**src/rtl/duty_reporter.sv**
```systemverilog
// duty_reporter
//   Samples the 7-bit PWM duty cycle and sends an ASCII status line to the
//   UART transmitter: PREFIX '=' H T U '%' [CR LF].
//   The decimal digits come from repeated subtraction, one step per clock.
//   Bytes leave on a valid/ready handshake.
//
// Parameters
//   PREFIX_CHAR  first byte of every message (default 'D')
//   SEND_CRLF    1: append CR LF (8 bytes), 0: no CR LF (6 bytes)
//
// Optional feature (define DUTY_REPORTER_AUTO_EN)
//   When a new duty_cycle value differs from the last sampled value, the
//   block requests a report on its own. Every settled change of duty_cycle
//   produces exactly one report of its final value.
//
// Ports
//   clk         system clock
//   rst         asynchronous active-high reset
//   duty_cycle  current duty cycle, 0-127
//   report_req  single-cycle request for a status line
//   tx_ready    UART TX accepts a byte this cycle
//   tx_data     ASCII byte to transmit
//   tx_valid    tx_data valid; a byte transfers on an edge with tx_valid && tx_ready
//   busy        high while a report is converting or sending
module duty_reporter #(
  parameter logic [7:0] PREFIX_CHAR = 8'h44,
  parameter bit         SEND_CRLF   = 1'b1
) (
  input  logic       clk,
  input  logic       rst,
  input  logic [6:0] duty_cycle,
  input  logic       report_req,
  input  logic       tx_ready,
  output logic [7:0] tx_data,
  output logic       tx_valid,
  output logic       busy
);

  localparam logic [1:0] S_IDLE    = 2'd0;
  localparam logic [1:0] S_CONVERT = 2'd1;
  localparam logic [1:0] S_SEND    = 2'd2;

  // Index of the final byte: LF, or '%' when CR LF is left off.
  localparam logic [2:0] LAST_IDX = SEND_CRLF ? 3'd7 : 3'd5;

  logic [1:0] state;
  logic [6:0] rem;
  logic       hund;
  logic [3:0] tens;
  logic [3:0] units;
  logic [2:0] idx;
  logic       pending;

  logic [2:0] idx_nxt;
  logic [7:0] nxt_byte;
  logic       start_req;

`ifdef DUTY_REPORTER_AUTO_EN
  // Holds the value that was last converted. A mismatch counts as a request.
  logic [6:0] last_duty;
  assign start_req = report_req | (duty_cycle != last_duty);
`else
  assign start_req = report_req;
`endif

  assign busy    = (state != S_IDLE);
  assign idx_nxt = idx + 3'd1;

  // Byte that follows the current index in the message.
  always_comb begin
    nxt_byte = PREFIX_CHAR;
    case (idx_nxt)
      3'd1:    nxt_byte = 8'h3D;
      3'd2:    nxt_byte = 8'h30 + {7'd0, hund};
      3'd3:    nxt_byte = 8'h30 + {4'd0, tens};
      3'd4:    nxt_byte = 8'h30 + {4'd0, units};
      3'd5:    nxt_byte = 8'h25;
      3'd6:    nxt_byte = 8'h0D;
      3'd7:    nxt_byte = 8'h0A;
      default: nxt_byte = PREFIX_CHAR;
    endcase
  end

  always_ff @(posedge clk or posedge rst) begin
    if (rst) begin
      state    <= S_IDLE;
      rem      <= 7'd0;
      hund     <= 1'b0;
      tens     <= 4'd0;
      units    <= 4'd0;
      idx      <= 3'd0;
      pending  <= 1'b0;
      tx_data  <= 8'h00;
      tx_valid <= 1'b0;
`ifdef DUTY_REPORTER_AUTO_EN
      last_duty <= 7'd0;
`endif
    end else begin
      case (state)
        S_IDLE: begin
          if (start_req || pending) begin
            rem     <= duty_cycle;
            hund    <= 1'b0;
            tens    <= 4'd0;
            pending <= 1'b0;
            state   <= S_CONVERT;
`ifdef DUTY_REPORTER_AUTO_EN
            last_duty <= duty_cycle;
`endif
          end
        end

        S_CONVERT: begin
          // Requests that arrive while busy collapse into a single pending one.
          if (start_req) pending <= 1'b1;
          if (rem >= 7'd100) begin
            rem  <= rem - 7'd100;
            hund <= hund + 1'b1;
          end else if (rem >= 7'd10) begin
            rem  <= rem - 7'd10;
            tens <= tens + 4'd1;
          end else begin
            // rem < 10 here, so the low nibble is the whole units digit.
            units    <= rem[3:0];
            idx      <= 3'd0;
            tx_data  <= PREFIX_CHAR;
            tx_valid <= 1'b1;
            state    <= S_SEND;
          end
        end

        S_SEND: begin
          // A request on the same edge as the final transfer is still kept.
          if (start_req) pending <= 1'b1;
          if (tx_ready) begin
            if (idx == LAST_IDX) begin
              tx_valid <= 1'b0;
              state    <= S_IDLE;
            end else begin
              idx     <= idx_nxt;
              tx_data <= nxt_byte;
            end
          end
        end

        default: state <= S_IDLE;
      endcase
    end
  end

endmodule

```
**config.mk**
```make
export PLATFORM = sky130hd
export DESIGN_NAME = duty_reporter
export DESIGN_NICKNAME = d
export VERILOG_FILES = /design/src/rtl/duty_reporter.sv
export SDC_FILE = /design/constraint.sdc
export NUM_CORES = 1
export LEC_CHECK = 0
export ABC_CLOCK_PERIOD_IN_PS = 5010
export CORE_ASPECT_RATIO = 1.2
export CORE_UTILIZATION = 50
export CTS_CLUSTER_SIZE = 14
export DETAILED_ROUTE_END_ITERATION = 10
export GPL_ROUTABILITY_DRIVEN = 0
export MAX_ROUTING_LAYER = met4
export PLACE_DENSITY_LB_ADDON = 0.3
export SLEW_MARGIN = 0
export SYNTH_ARGS = -nofsm -noshare
export SYNTH_HDL_FRONTEND = slang
export SYNTH_SLANG_ARGS = --single-unit
```
**constraint.sdc**
```tcl
create_clock -name clk -period 5.01 [get_ports clk]
set_clock_uncertainty 0.1 [all_clocks]
set_input_delay 1.002 -clock clk [delete_from_list [all_inputs] [get_ports clk]]
set_output_delay 1.002 -clock clk [all_outputs]
set_load 0.02 [all_outputs]
```
==> summary.md, run 1 <==
| Metric | Value |
|---|---|
| Status | `complete, no violations` |
| Most used DFF post-synth | `dfrtp_1` |
| Clock buffer count from CTS | `5` |
| Port bufs | `19` |
| Comb pwr share | `a little under three fifths` |
| TritonCTS clock tree | `built` |
| Startpoint types | `flop` |
| Worst-skew pair later-pin latency | `280 ps` |
| Die Wd | `between 60 and 70 um` |
| Reg power frac | `a little under a third` |
| Number of global-route vias before repair | `approximately 1700` |
| GRT Overall Usage | `24.41%` |
| Avg WL per Cell | `approximately 16 um` |
| Pre-antenna DRT Iters | `4` |
| Maxcap violations | `0` |
| Ys async rst share | `100.0%` |
| Syn_nets | `roughly 240` |
| Rel. slew slack | `30.89%` |
| Initial antenna violation count | `0` |
| Cell internal pwr | `just under 800 uW` |
| Mapped Area | `roughly 2100 um2` |
| RSZ-0062 raised after global routing | `no` |
| Synth area leader | `dfrtp_1` |
| Crit end category | `primary output` |
| N_diodes | `0` |
| Power Total | `roughly 1.5 mW` |
| Leak | `0.9903 nW` |
| WL final | `4577 um` |
| Final Hold Viols | `0` |
| Layout area overhead | `13.91%` |
| Final setup violation count | `0` |
| Fin crit period | `between 2000 and 3000 ps` |
| Post-CTS setup buffer count | `0` |
| Avg Cell Area, Syn | `between 9 and 10 um2` |
| Critical path peak fanout | `6` |
| H-tree Lvls | `2` |
| Pwr dens | `between 600 and 700 nW/um2` |
| Die Area | `roughly 4500 um2` |
| # nets final | `about 260` |
| Root buffer cell | `clkbuf_8` |
| Net switching power | `approximately 680 uW` |
| DRC violations left | `0` |
| Clk network pwr share | `about 14%` |
| #FFs+latches synth | `30` |
| Post-DRT Antenna Nets | `0` |
| Setup TNS | `0 ps` |
| WS Path Type | `flop to primary output` |
| Area contributors post-synth | `dfrtp_1, ha_1, mux2i_1` |
| Largest net degree at the start of global routing | `31` |
| Mapped Cells | `between 200 and 250` |
| Actual slew at the worst max-slew pin | `1037 ps` |
| DR iter-0 viols | `between 60 and 70` |
| Num ports | `21` |
| Final period utilization | `between 50% and 60%` |
| DR vias/cell | `between 6 and 7` |
| Core ar. | `between 3000 and 4000 um2` |
| Post-synth EDFFs | `0` |
| Row cnt | `25` |
| Max Transition Viols Final | `0` |
| Synth cell types | `62` |
| Via count | `around 1800` |
| Critical path data arrival time | `around 1800 ps` |
| Worst Path Required | `3910 ps` |
| Fill count | `roughly 360` |
| Peak supply drop | `424.5 uV` |
| Clock tree buffer depth | `2` |
| First-pass GRT wire length | `7783 um` |
| Yosys warns | `0` |
| Die height | `between 70 and 80 um` |
| Hold-fix buffers at CTS | `0` |
| Clock transition at path regs | `roughly 70 ps` |
| Total grt overflow | `0` |
| Post-cts resize count | `0` |
| Fmax | `roughly 0.35 GHz` |
| Seq/Total Area, Yosys | `around 36%` |
| Hold WC Path Type | `flop to flop` |
| Post-DP HPWL | `between 3000 and 4000 um` |
| Post-synth top area share | `35.82%` |
| Sw Share | `46.52%` |
| Share of cells above drive strength 1 | `between 10% and 20%` |
| Initial Util | `52.76%` |
| Clock Sinks | `30` |
## layout make-up
type | instances | area, um2 | area share (%)
flip-flops and latches | 30 | 750.7 | 31.45
multi-input cells | 161 | 1227 | 51.42
inverters | 14 | 52.55 | 2.201
well taps | 54 | 67.56 | 2.830
clock buffers | 7 | 86.33 | 3.616
clock inverters | 1 | 5.005 | 0.2096
repair buffers | 20 | 197.7 | 8.281
## registers in the layout, indices dropped and copies added, names as in the netlist
register,cells
rem,7
tx_valid,1
tens,4
pending,1
idx,3
hund,1
state,2
units,4
tx_data,7
## power by group through the flow
stage | clock network [mW] | registers [mW] | logic, mW
after global placement | 0 | 0.452 | 0.784
final | 0.203 | 0.452 | 0.806
after floorplan | 0 | 0.419 | 0.641
after detailed placement | 0 | 0.454 | 0.801
after CTS | 0.207 | 0.451 | 0.804
after global routing | 0.218 | 0.469 | 0.899
## layer usage
| metal | GRT usage [%] | part of all wire [%] | up-vias | routed length [um] |
|---|---|---|---|---|
| li1 | - | - | 851 | - |
| met1 | 29.65 | 43 | 867 | 1977 |
| met2 | 38.53 | 51 | 49 | 2322 |
| met3 | 4.433 | 4.5 | 6 | 206 |
| met4 | 11.62 | 1.5 | 0 | 70 |
| met5 | - | 0 | - | 0 |
## worst max-delay path, cell delays in order, from the launching register on
cell,delay (ps)
dfrtp_1,370
inv_1,70
ha_1,240
inv_1,190
clkdlybuf4s50_1,640
## path summary, 6_finish.rpt
check	startpoint	end	slack, ps	cells after the start
setup / recovery	state[1]	busy	2120	4
hold / removal	units[1]	units[1]	400	2
setup reg to reg	state[1]	idx[2]	2460	5
hold reg to reg	units[1]	units[1]	400	2
max in group asynchronous	rst	pending	3530	3
min in group asynchronous	rst	rem[5]	1000	3
## kinds of logic (layout without fill, tap and decap cells)
kind of cell | after synthesis | after routing | synth area share (%)
and+or+nand+nor | 60 | 60 | 16.84
adders and majority gates | 15 | 15 | 8.955
other | 1 | 1 | 0.1789
buffers and inverters | 26 | 42 | 5.612
DFF | 30 | 30 | 35.82
AOI/OAI and AO/OA | 69 | 69 | 24.54
muxes | 16 | 16 | 8.060
## cells in the mapped netlist, types with 4 or more instances
library cell,count
dfrtp_1,30
nand2_1,17
ha_1,15
inv_1,14
o21ai_0,14
a21oi_1,11
mux2i_1,9
a211oi_1,8
nor2_1,8
mux2_2,7
clkbuf_1,5
nor3_1,5
o211ai_1,5
and3_1,4
buf_2,4
## stage by stage
step	instance area, um2	setup slack, ps	std cells	hold slack, ps	utilization [%]
2_1_floorplan	2096	2819	217	350.1	-
4_1_cts	2387	2111	287	391.7	60.09
3_5_place_dp	2296	2223	279	376.6	57.80
6_report	2387	2120	287	395.0	60.09
5_1_grt	2387	2019	287	412.2	60.09
3_3_place_gp	2296	2254	279	364.2	57.80
## cell usage in the layout (no fill, tap or decap), drive strengths merged, types with 2 or more instances in the layout
master	synthesis	final
dfrtp	30	30
o21a	2	2
a211oi	8	8
and2	4	4
o41ai	2	2
nand3	4	4
and3	4	4
o311ai	3	3
nand2	17	17
o21bai	2	2
o21ai	16	16
a32o	2	2
mux2	7	7
a21oi	12	12
nand4b	2	2
nor2	8	8
clkdlybuf4s50	0	19
nor3	6	6
nor2b	3	3
mux2i	9	9
ha	15	15
o211ai	5	5
nor4	2	2
inv	14	14
clkbuf	5	7
a311o	2	2
or3	2	2
(Power assumes the default switching activity.)
==> run 2, diff against run 1 <==
--- a/config.mk
+++ b/config.mk
@@ -5,7 +5,7 @@
 export SDC_FILE = /design/constraint.sdc
 export NUM_CORES = 1
 export LEC_CHECK = 0
-export ABC_CLOCK_PERIOD_IN_PS = 5010
+export ABC_CLOCK_PERIOD_IN_PS = 2450
 export CORE_ASPECT_RATIO = 1.2
 export CORE_UTILIZATION = 50
 export CTS_CLUSTER_SIZE = 14
==> constraint.sdc (replaced) <==
create_clock -name clk -period 2.45 [get_ports clk]
set_clock_uncertainty 0.1 [all_clocks]
set_input_delay 0.49 -clock clk [delete_from_list [all_inputs] [get_ports clk]]
set_output_delay 0.49 -clock clk [all_outputs]
set_load 0.02 [all_outputs]
==> summary.md, run 2 (synthesis gave the netlist of run 1 again) <==
| Metric | Value |
|---|---|
| Status | `complete, no violations` |
| Peak supply drop | `642.0 uV (+51%)` |
| Crit end category | `flop` |
| DRC violations left | `0 (unchanged)` |
| Number of global-route vias before repair | `1756 (+5.0%)` |
| Hold-fix buffers at CTS | `0 (unchanged)` |
| Clock buffer count from CTS | `5 (unchanged)` |
| Net switching power | `1.428 mW (+110%)` |
| Maxcap violations | `0 (unchanged)` |
| Fin crit period | `around 2100 ps` |
| Critical path data arrival time | `2210 ps (+420 ps)` |
| WL final | `4750 um (+3.8%)` |
| Pwr dens | `1270 nW/um2 (+110%)` |
| Avg WL per Cell | `15.94 um (about the same)` |
| Via count | `1798 (+1.4%)` |
| Reg power frac | `28.5% (-2.4 points)` |
| Largest net degree at the start of global routing | `31 (unchanged)` |
| Crit path max-delay family | `simple AND/OR/NAND/NOR gates` |
| # nets final | `269 (+4.3%)` |
| First-pass GRT wire length | `7941 um (+2.0%)` |
| H-tree Lvls | `2 (unchanged)` |
| Comb pwr share | `56.7% (+1.5 points)` |
| Critical Path Max Stage Delay | `380 ps (-260 ps)` |
| Core ar. | `3973 um2 (unchanged)` |
| Clk network pwr share | `14.9% (+1.0 points)` |
| Max Transition Viols Final | `0 (unchanged)` |
| WS Path Type | `flop to flop` |
| Slowest cell on crit path | `dfrtp_1` |
| Clock Sinks | `30 (unchanged)` |
| Leak | `1.062 nW (+7.2%)` |
| Layout area overhead | `18.87%` |
| DR iter-0 viols | `56 (-8.2%)` |
| Origin of the critical flop-to-flop path | `rem[2]` |
| Fmax | `around 0.47 GHz` |
| Startpoint types | `flop` |
| Worst Setup SP | `rem[2]` |
| Power Total | `3.164 mW (+120%)` |
| Row cnt | `25 (unchanged)` |
| DR vias/cell | `6.034 (-2.3%)` |
| Largest regs | `rem x7, tx_data x7` |
| Root buffer cell | `clkbuf_8` |
| Initial antenna violation count | `0 (unchanged)` |
| Die Wd | `61.10 um (unchanged)` |
| Most frequent cells in the layout | `dfrtp_1, clkdlybuf4s50_1, nand2_1` |
| Clock transition at path regs | `60 ps (about the same)` |
| Hold Crit Start | `units[2]` |
| Bufs and invs on worst path | `1 (-2)` |
| Post-DRT Antenna Nets | `0 (unchanged)` |
| Final Hold Viols | `0 (unchanged)` |
| Worst Path Required | `2520 ps (-1390 ps)` |
| Sw Share | `45.12% (-1.4 points)` |
| Critical path peak fanout | `9 (+3)` |
| RSZ-0062 raised after global routing | `no` |
| Num ports | `21 (unchanged)` |
| Area of placed instances | `2379 um2 (+3.6%)` |
| Clock tree buffer depth | `2 (unchanged)` |
| Die Area | `4455 um2 (unchanged)` |
| TritonCTS clock tree | `built` |
| Total grt overflow | `0 (unchanged)` |
| Fin area | `2491 um2 (+4.4%)` |
| Share of cells above drive strength 1 | `15.98% (+4.4 points)` |
| Fill count | `359 (-1.4%)` |
| Port bufs | `19 (unchanged)` |
| Hold WC Path Type | `flop to flop` |
| Initial Util | `52.76% (unchanged)` |
| GRT Overall Usage | `24.74% (+0.33 points)` |
| CP cell instances | `inv_1, ha_1, nand2b_1, nand3_4, a21oi_4, mux2_2` |
| Die height | `72.92 um (unchanged)` |
| Final period utilization | `about 90%` |
| Setup TNS | `0 ps (unchanged)` |
| Cell internal pwr | `1.736 mW (+120%)` |
| N_diodes | `0 (unchanged)` |
| Worst-skew pair later-pin latency | `280 ps (about the same)` |
| Post-DP HPWL | `3519 um (+8.8%)` |
| Final setup violation count | `0 (unchanged)` |
| Most common cell after layout, fill and taps aside | `dfrtp_1` |
| Pre-antenna DRT Iters | `4 (unchanged)` |
-- run 2: path summary, 6_finish.rpt --
kind | endpoint | slack (ps) | cells after the start
worst max-delay path | tx_data[2] | 300 | 6
worst min-delay path | units[2] | 400 | 2
worst max register to register | tx_data[2] | 300 | 6
worst min register to register | units[2] | 400 | 2
max in group asynchronous | idx[1] | 1460 | 3
min in group asynchronous | rem[6] | 500 | 3
-- run 2: timing repair --
action,in CTS,in global routing
setup endpoints to repair,0,1
setup buffers,0,0
hold endpoints to repair,0,0
gates resized for setup,0,1
-- run 2: worst min-delay path, stage by stage (launching register included) --
cell	delay [ps]
dfrtp_1	350
nand2_1	50
o21ai_0	60
-- run 2: metrics by stage --
step / util [%] / setup slack, ps / hold WS [ps] / std cells
after floorplan: - / 382.1 / 350.1 / 217
after global placement: 59.87 / 300.6 / 368.1 / 290
after detailed placement: 59.87 / 271.8 / 374.2 / 290
after CTS: 62.65 / 34.81 / 401.5 / 298
after global routing: 62.71 / 198.9 / 439.2 / 298
final: 62.71 / 303.6 / 396.1 / 298
-- run 2: routing by layer --
layer	vias up	wire, um	global-route usage, %
li1	865	-	-
met3	11	201	6.028
met4	0	117	11.36
met2	56	2346	37.80
met5	-	0	-
met1	866	2085	30.38
-- run 2: power by group through the flow --
stage	combinational, mW	clock [mW]	sequential, mW
global route	1.97	0.503	0.930
floorplan	1.31	0	0.857
global placement	1.73	0	0.895
finish	1.79	0.470	0.902
detailed placement	1.78	0	0.906
CTS	1.79	0.480	0.899
-- run 2: area by class of cell --
| cell class | count | area (um2) | share of cell area [%] |
|---|---|---|---|
| multi-input cells | 161 | 1227 | 49.27 |
| flip-flops and latches | 30 | 750.7 | 30.14 |
| repair buffers | 31 | 282.8 | 11.35 |
| clock buffers | 8 | 110.1 | 4.420 |
| well taps | 54 | 67.56 | 2.712 |
| inverters | 14 | 52.55 | 2.109 |
==> run 3, diff against run 2 <==
--- a/config.mk
+++ b/config.mk
@@ -7,11 +7,10 @@
 export LEC_CHECK = 0
 export ABC_CLOCK_PERIOD_IN_PS = 2450
 export CORE_ASPECT_RATIO = 1.2
-export CORE_UTILIZATION = 50
+export CORE_UTILIZATION = 30
 export CTS_CLUSTER_SIZE = 14
 export DETAILED_ROUTE_END_ITERATION = 10
 export GPL_ROUTABILITY_DRIVEN = 0
-export MAX_ROUTING_LAYER = met4
 export PLACE_DENSITY_LB_ADDON = 0.3
 export SLEW_MARGIN = 0
 export SYNTH_ARGS = -nofsm -noshare
==> summary.md, run 3 (synthesis gave the netlist of run 1 again) <==
| Metric | Value |
|---|---|
| Hold Path Cell Cnt | `2 (unchanged)` |
| Hold path endpoint | `units[3]` |
| Initial antenna violation count | `0 (unchanged)` |
| Number of global-route vias before repair | `1752 (-0.23%)` |
| Clock buffer count from CTS | `5 (unchanged)` |
| Total grt overflow | `0 (unchanged)` |
| Comb pwr share | `57.2% (+0.5 points)` |
| Worst-skew pair later-pin latency | `290 ps (about the same)` |
| Fmax | `0.4376 GHz (-6.1%)` |
| Power Total | `3.264 mW (+3.2%)` |
| Origin of the critical flop-to-flop path | `rem[1]` |
| Fin worst setup slack | `164.6 ps (-139.0 ps)` |
| Reg power frac | `27.5% (-1.0 points)` |
| Setup TNS | `0 ps (unchanged)` |
| Post-CTS setup buffer count | `0 (unchanged)` |
| Reg2reg setup slack | `260 ps (-40 ps)` |
| Crit end category | `primary output` |
| TritonCTS clock tree | `built` |
| Critical path peak fanout | `6 (-3)` |
| Post-DRT Antenna Nets | `0 (unchanged)` |
| Largest regs | `rem x7, tx_data x7` |
| Sw Share | `44.64% (-0.48 points)` |
| Num ports | `21 (unchanged)` |
| Post-DP HPWL | `3584 um (+1.8%)` |
| Root buffer cell | `clkbuf_8` |
| First-pass GRT wire length | `8493 um (+7.0%)` |
| Most frequent cells in the layout | `dfrtp_1, clkdlybuf4s50_1, nand2_1` |
| RSZ-0062 raised after global routing | `no` |
| Final period utilization | `93.28% (+5.7 points)` |
| Critical path data arrival time | `1700 ps (-510 ps)` |
| Final Hold Viols | `0 (unchanged)` |
| Pwr dens | `1281 nW/um2 (+0.83%)` |
| Final Core Density | `37.41% (-25 points)` |
| Row cnt | `33 (+32%)` |
| Largest net degree at the start of global routing | `31 (unchanged)` |
| Initial Util | `30.76% (-22 points)` |
| Die Area | `7326 um2 (+64%)` |
| Peak supply drop | `907.8 uV (+41%)` |
| Status | `complete, no violations` |
| Worst Path Required | `1860 ps (-660 ps)` |
| Placed cell count | `324 (+12%)` |
| Layout area overhead | `21.61%` |
| Pre-antenna DRT Iters | `4 (unchanged)` |
| Die Wd | `78.30 um (+28%)` |
| DRC violations left | `0 (unchanged)` |
| R2r endpoint | `tx_data[3]` |
| Finished Layout Cells | `332 (+11%)` |
| Core ar. | `6813 um2 (+71%)` |
| DR iter-0 viols | `84 (+50%)` |
| Hold Crit Start | `units[3]` |
| Post-cts resize count | `0 (unchanged)` |
| Startpoint types | `flop` |
| Max Transition Viols Final | `0 (unchanged)` |
| Fin crit period | `2285 ps (+139.0 ps)` |
| N_diodes | `0 (unchanged)` |
| Clk network pwr share | `15.4% (+0.5 points)` |
| H-tree Lvls | `2 (unchanged)` |
| Actual slew at the worst max-slew pin | `~520 ps` |
| Avg WL per Cell | `15.10 um (-5.3%)` |
| Most common cell after layout, fill and taps aside | `dfrtp_1` |
| GRT Overall Usage | `14.95% (-9.8 points)` |
| Net switching power | `1.457 mW (+2.0%)` |
| DR vias/cell | `5.392 (-11%)` |
| Clock transition at path regs | `80 ps (+20 ps)` |
| Pre-CTS WS | `144.5 ps (-127.2 ps)` |
| Port bufs | `19 (unchanged)` |
| Reg2reg path depth | `6 (unchanged)` |
| Final setup violation count | `0 (unchanged)` |
| Share of cells above drive strength 1 | `16.33% (+0.34 points)` |
| # nets final | `270 (+0.37%)` |
| Clock Sinks | `30 (unchanged)` |
| Cell internal pwr | `1.807 mW (+4.1%)` |
| Maxcap violations | `0 (unchanged)` |
| Rel. slew slack | `about 64%` |
| Clock tree buffer depth | `2 (unchanged)` |
| Hold-fix buffers at CTS | `0 (unchanged)` |
| Die height | `93.56 um (+28%)` |
| Via count | `1790 (-0.44%)` |
| WS Path Type | `flop to primary output` |
| Leak | `1.063 nW (about the same)` |
| WL final | `5012 um (+5.5%)` |
| Hold WC Path Type | `flop to flop` |
run 3: cell types whose count changed in the layout (fill, tap and decap cells not counted), sizes merged:
cell           previous run  this run
clkdlybuf4s50            18        19
clkbuf                    8         5
clkinv                    0         2
dlymetal6s2s              1         0
buf                      12        13
bufinv                    0         1
run 3: metal layers:
layer	part of all wire, %	track usage [%]	vias up
met2	48	24.63	53
met3	4.6	3.317	8
met4	1.3	5.556	0
met1	46	19.02	860
li1	-	-	869
met5	0	0	-
run 3: critical path, cell delays in order, from the launching register on:
cell,delay (ps)
dfrtp_1,380
inv_1,70
ha_1,250
inv_1,100
clkdlybuf4s50_1,600
run 3: worst max path at each step:
stage	endpoint	depth (start not counted)	startpoint	slack, ps
after floorplan	tx_data[2]	7	idx[0]	380
after global placement	rem[5]	5	report_req	200
after detailed placement	rem[5]	5	report_req	140
after CTS	busy	4	state[0]	150
after global routing	busy	4	state[0]	60
final	busy	4	state[1]	160
run 3: power by group through the flow:
stage,combinational (mW),clock (mW),sequential [mW]
after CTS,1.87,0.522,0.893
after floorplan,1.31,0,0.857
after global placement,1.85,0,0.899
after global routing,2.06,0.539,0.926
final,1.87,0.502,0.896
after detailed placement,1.85,0,0.899
run 3: stage by stage:
step | area (um2) | hold slack [ps]
after global placement | 2440 | 376.9
after global routing | 2549 | 432.6
after floorplan | 2096 | 350.1
after CTS | 2549 | 415.5
after detailed placement | 2440 | 377.9
final | 2549 | 400.1
run 3: layout make-up:
type / instances / area (um2)
multi-input combinational: 161 / 1227
clock buffer: 5 / 68.82
clock inverter: 3 / 40.04
tap: 87 / 108.9
sequential: 30 / 750.7
fill: 733 / 4264
timing repair buffer: 32 / 300.3
inverter: 14 / 52.55
